File: config.mk
export PLATFORM = sky130hd
export DESIGN_NAME = wb_stage
export DESIGN_NICKNAME = d
export VERILOG_FILES = /design/src/rtl/wb_stage.sv
export SDC_FILE = /design/constraint.sdc
export NUM_CORES = 2
export LEC_CHECK = 0
export ABC_AREA = 0
export BUFFER_PORTS_ARGS = -buffer_cell sky130_fd_sc_hd__buf_2
export CAP_MARGIN = 10
export CORE_MARGIN = 2
export CORE_UTILIZATION = 30
export CTS_CLUSTER_SIZE = 20
export DETAILED_ROUTE_END_ITERATION = 8
export GPL_ROUTABILITY_DRIVEN = 0
export PLACE_DENSITY = 0.4
export REMOVE_ABC_BUFFERS = 1
export SYNTH_ARGS = -nofsm -noshare
export SYNTH_HDL_FRONTEND = slang
export SYNTH_SLANG_ARGS = --single-unit
export TNS_END_PERCENT = 20
File: constraint.sdc
create_clock -name clk -period 52.9 [get_ports clk]
set_input_delay 10.58 -clock clk [delete_from_list [all_inputs] [get_ports clk]]
set_output_delay 10.58 -clock clk [all_outputs]
set_load 0.01 [all_outputs]
File: src/rtl/wb_stage.sv
// Write-back stage: accepts one retired instruction and its result per transfer, commits it to a
// 32-entry register file, and counts retirements. Optional macro WB_BYPASS_EN adds write-through forwarding.
module wb_stage #(
    parameter int BITSIZE  = 32,
    parameter int RETIRE_W = 32
) (
    input  logic                clk,
    input  logic                reset_i,
    input  logic                EX_WB_give_i,
    output logic                WB_EX_get_o,
    input  logic [31:0]         EX_WB_instruction_i,
    input  logic [BITSIZE-1:0]  EX_WB_d_i,
    input  logic [4:0]          ID_WB_rs1_addr_i,
    input  logic [4:0]          ID_WB_rs2_addr_i,
    output logic [BITSIZE-1:0]  WB_ID_rs1_o,
    output logic [BITSIZE-1:0]  WB_ID_rs2_o,
    output logic [RETIRE_W-1:0] WB_retired_o
);

    typedef enum logic {GET_RESULT, COMMIT} state_t;

    localparam logic [31:0] NOP = 32'h0000_0013;

    state_t                state_q, state_d;
    logic [31:0]           instr_q, instr_d;
    logic [BITSIZE-1:0]    data_q, data_d;
    logic [RETIRE_W-1:0]   retired_q, retired_d;
    logic [BITSIZE-1:0]    rf_q [32];

    logic [4:0]            rd;
    logic                  commit_wr;
    logic                  unused_instr_bits;

    function automatic logic is_writing(input logic [6:0] opcode);
        case (opcode)
            7'b0110111,
            7'b0010111,
            7'b0010011,
            7'b0110011,
            7'b1101111,
            7'b1100111,
            7'b0000011: is_writing = 1'b1;
            default:    is_writing = 1'b0;
        endcase
    endfunction

    assign rd                = instr_q[11:7];
    assign commit_wr         = (state_q == COMMIT) && is_writing(instr_q[6:0]) && (rd != 5'd0);
    assign unused_instr_bits = ^instr_q[31:12];

    always_comb begin
        state_d     = state_q;
        instr_d     = instr_q;
        data_d      = data_q;
        retired_d   = retired_q;
        WB_EX_get_o = 1'b0;
        case (state_q)
            GET_RESULT: begin
                WB_EX_get_o = 1'b1;
                if (EX_WB_give_i) begin
                    instr_d = EX_WB_instruction_i;
                    data_d  = EX_WB_d_i;
                    state_d = COMMIT;
                end
            end
            COMMIT: begin
                // Every instruction retires here, writing or not; give is ignored this cycle.
                retired_d = retired_q + 1'b1;
                state_d   = GET_RESULT;
            end
            default: state_d = GET_RESULT;
        endcase
    end

    always_ff @(posedge clk or posedge reset_i) begin
        if (reset_i) begin
            state_q   <= GET_RESULT;
            instr_q   <= NOP;
            data_q    <= '0;
            retired_q <= '0;
        end else begin
            state_q   <= state_d;
            instr_q   <= instr_d;
            data_q    <= data_d;
            retired_q <= retired_d;
        end
    end

    always_ff @(posedge clk or posedge reset_i) begin
        if (reset_i) begin
            for (int i = 0; i < 32; i++) begin
                rf_q[i] <= '0;
            end
        end else if (commit_wr) begin
            rf_q[rd] <= data_q;
        end
    end

    always_comb begin
        WB_ID_rs1_o = (ID_WB_rs1_addr_i == 5'd0) ? '0 : rf_q[ID_WB_rs1_addr_i];
        WB_ID_rs2_o = (ID_WB_rs2_addr_i == 5'd0) ? '0 : rf_q[ID_WB_rs2_addr_i];
`ifdef WB_BYPASS_EN
        // Forward the committing result so decode sees it one cycle earlier.
        if (commit_wr && (ID_WB_rs1_addr_i == rd)) WB_ID_rs1_o = data_q;
        if (commit_wr && (ID_WB_rs2_addr_i == rd)) WB_ID_rs2_o = data_q;
`endif
    end

    assign WB_retired_o = retired_q;

endmodule

==> impl_metrics.yaml <==
synth:
  synth-seq-area-share_pct: 47.7
  synthFlopType: "dfrtp_1"
  synth_edf_count: 0
  avgSynthCellArea_um2: 15.0
  synth_area_um2: 57800
  synth_cell_types: 52
  syn_inst: 3843
  synth_seq_cells: 1101
  async_flop_share_pct: 100
  yosysWarningCount: 0
route:
  drtIter0Drc: 2385
  vias: 35900
  wl_per_cell_um: 32.6
  drtPass1Iterations: 6
  totalWireLength_um: 211000
  ant_nets: 0
  remaining_drc_errors: 0
  via_per_inst: 5.57
global_route:
  antenna_found_initial: 12
  grt_pass1_wl_um: 301000
  grt.total_usage_pct: 21.4
  grt_max_degree: 153
  grt_overflow: 0
  grt_pass1_vias: 38000
pwr:
  leakage_uw: 0.0301
  power.total_uw: 2160
  power_density_nw_per_um2: 32.9
  vdd_drop_max_mv: 0.0299
sta:
  finalSetupViolations: 0
  max_freq_mhz: 39.1
  rsz0062_at_grt: "no"
  setup_tns_ns: 0
  slew-limit-headroom_pct: 23.1
  finalCriticalPeriod_ns: 25.61
  fin_crit_sh_pct: 48.4
  holdWs_ns: 0.393
  worst_clock_skew_ns: 0.0253
  tightest_slew_ns: 1.15
  slew_viol_final: 0
  finalHoldViolCount: 0
placement:
  port_buffers: 153
  placed_area_um2: 60800
  dp_hpwl_um: 113000
finish:
  post-route-util_pct: 34.2
  nNetsFinal: 3880
  finalInstanceArea_um2: 65700
  layout-drive-gt1-share_pct: 49.8
  syn2layout_area_growth_pct: 13.6
status:
  outcome: "finished, final reports clean"
worst_setup_path:
  crit_top_cell: "buf_4"
  cp.required_ns: 42.32
  critPathMaxFanout: 48
  crit_type: "in -> out"
  end_kind: "primary output"
  crit_path_start_kind: "input port"
  crit_chain: "buf_8, buf_4, buf_4, buf_4, mux4_2, o2111ai_1, a31oi_1, buf_2"
  arrival_ns: 15.03
  critical-path-max-stage-delay_ns: 0.86
  critPathSlowestCell: "buf_4"
clock_tree:
  cts.reportedPaths.clkPinSlew_ns: 0.05
  cts_buffers: 142
  cts_hold_buf: 0
  cts_tree: "built"
  clockBufferDepth: 3
  cts_max_level: 4
  clk_latency_ns: 0.79
  cts_setup_buffers: 0
  cts-resized-gates: 0
  clock_sink_count: 1101
  ctsRootBufferMaster: "clkbuf_16"
min_path:
  hold_path_class: "reg -> reg"
floorplanning:
  coreArea_um2: 192000
  die_w_um: 443
  die_area_um2: 196000
  rows: 161
  initial_core_util_pct: 30.1
  die_y_um: 443
  ios: 174
run:
  cap_violations: 0
[flip-flops by register name, indices dropped and copies added, names as in the netlist]
name and cells:
WB_retired_o 32, data_q 32, instr_q 12, rf_q 1024, state_q 1
[worst max-delay path, delay by kind of cell]
kind / cells / cell delay, ns
buffers and inverters: 5 / 3.09
AO/OA/AOI/OAI: 2 / 0.49
multiplexers: 1 / 0.60
[cells by family (layout without fill, tap and decap cells)]
| kind of cell | Yosys count | count (layout) | synth area share (%) |
|---|---|---|---|
| multiplexers | 1709 | 1709 | 41.6 |
| XOR/XNOR | 31 | 31 | 0.470 |
| AND/OR/NAND/NOR | 248 | 248 | 2.41 |
| flip-flops | 1101 | 1101 | 47.7 |
| buffers and inverters | 443 | 519 | 3.71 |
| other | 0 | 3 | 0 |
| adder cells (fa/ha/maj) | 1 | 1 | 0.0216 |
| AO/OA/AOI/OAI | 310 | 310 | 4.13 |
[cell usage after synthesis (4+ instances only)]
cell type	n	area share, %
nor3_4	8	0.23
mux2_1	106	2.1
buf_6	25	0.49
a221oi_1	19	0.29
clkbuf_1	231	1.5
inv_1	7	0.045
and4_1	4	0.061
nand4_1	18	0.19
buf_1	5	0.032
nor2_1	17	0.11
buf_4	31	0.40
nor2b_1	41	0.44
a221o_1	32	0.55
a311oi_1	32	0.48
a31oi_1	32	0.35
nand2_1	99	0.64
nand3_1	32	0.28
mux2i_1	192	3.3
o21ai_0	47	0.41
o2111ai_1	45	0.68
mux4_2	448	17
buf_2	144	1.2
xor2_1	6	0.091
nand2b_1	4	0.043
dfrtp_1	1098	48
o21ai_1	4	0.035
and3_1	4	0.043
mux2_2	963	19
xnor2_1	25	0.38
a211oi_1	32	0.42
a22oi_1	64	0.83
[metal layers]
layer	part of all wire, %	vias up	GRT usage [%]
met4	2.4	0	5.43
met1	44	19900	29.1
met5	0	-	0
met3	4.1	268	2.92
met2	49	891	36.0
li1	-	14900	-
[worst paths after layout]
kind	from	endpoint	slack [ns]	cells past startpoint
min in group asynchronous	reset_i	data_q[27]$_DFFE_PP0P_	9.94	2
min reg2reg	rf_q[992]$_DFFE_PP0P_	rf_q[992]$_DFFE_PP0P_	0.39	0
max in group asynchronous	reset_i	rf_q[787]$_DFFE_PP0P_	38.27	7
min	rf_q[992]$_DFFE_PP0P_	rf_q[992]$_DFFE_PP0P_	0.39	0
max	ID_WB_rs1_addr_i[0]	WB_ID_rs1_o[18]	27.29	8
max reg2reg	state_q$_DFF_PP0_	rf_q[991]$_DFFE_PP0P_	49.40	5
[power breakdown]
group	switching (uW)	internal [uW]	total, uW
sequential	63.2	881	945
combinational	114	90.4	205
clock	403	610	1010
total	581	1580	2160
[stage by stage]
| stage | setup WS [ns] | instances |
|---|---|---|
| 5_1_grt | 26.96 | 6445 |
| 4_1_cts | 27.14 | 6444 |
| 3_3_place_gp | 27.11 | 6183 |
| 6_report | 27.29 | 6448 |
| 3_5_place_dp | 27.15 | 6183 |
| 2_1_floorplan | 11.33 | 3407 |
[layout make-up]
type	instances	area (um^2)
multi-input cells	2299	28400
inverters	7	41.3
well taps	2526	3160
repair buffers	251	1600
diodes	3	7.51
flip-flops and latches	1101	27600
clock buffers	213	4240
clock inverters	48	627
fillers	18600	126000
[placed cells by master (no fill, tap or decap), types with 45 or more instances in the layout]
cell type,synthesis,final
buf_2,144,143
nand2_1,99,99
o2111ai_1,45,45
dfrtp_1,1098,1098
mux2i_1,192,192
mux2_1,106,106
clkbuf_16,0,145
o21ai_0,47,47
mux2_2,963,963
mux4_2,448,448
a22oi_1,64,64
buf_4,31,99
No activity file was read; power rests on OpenSTA's default activity.
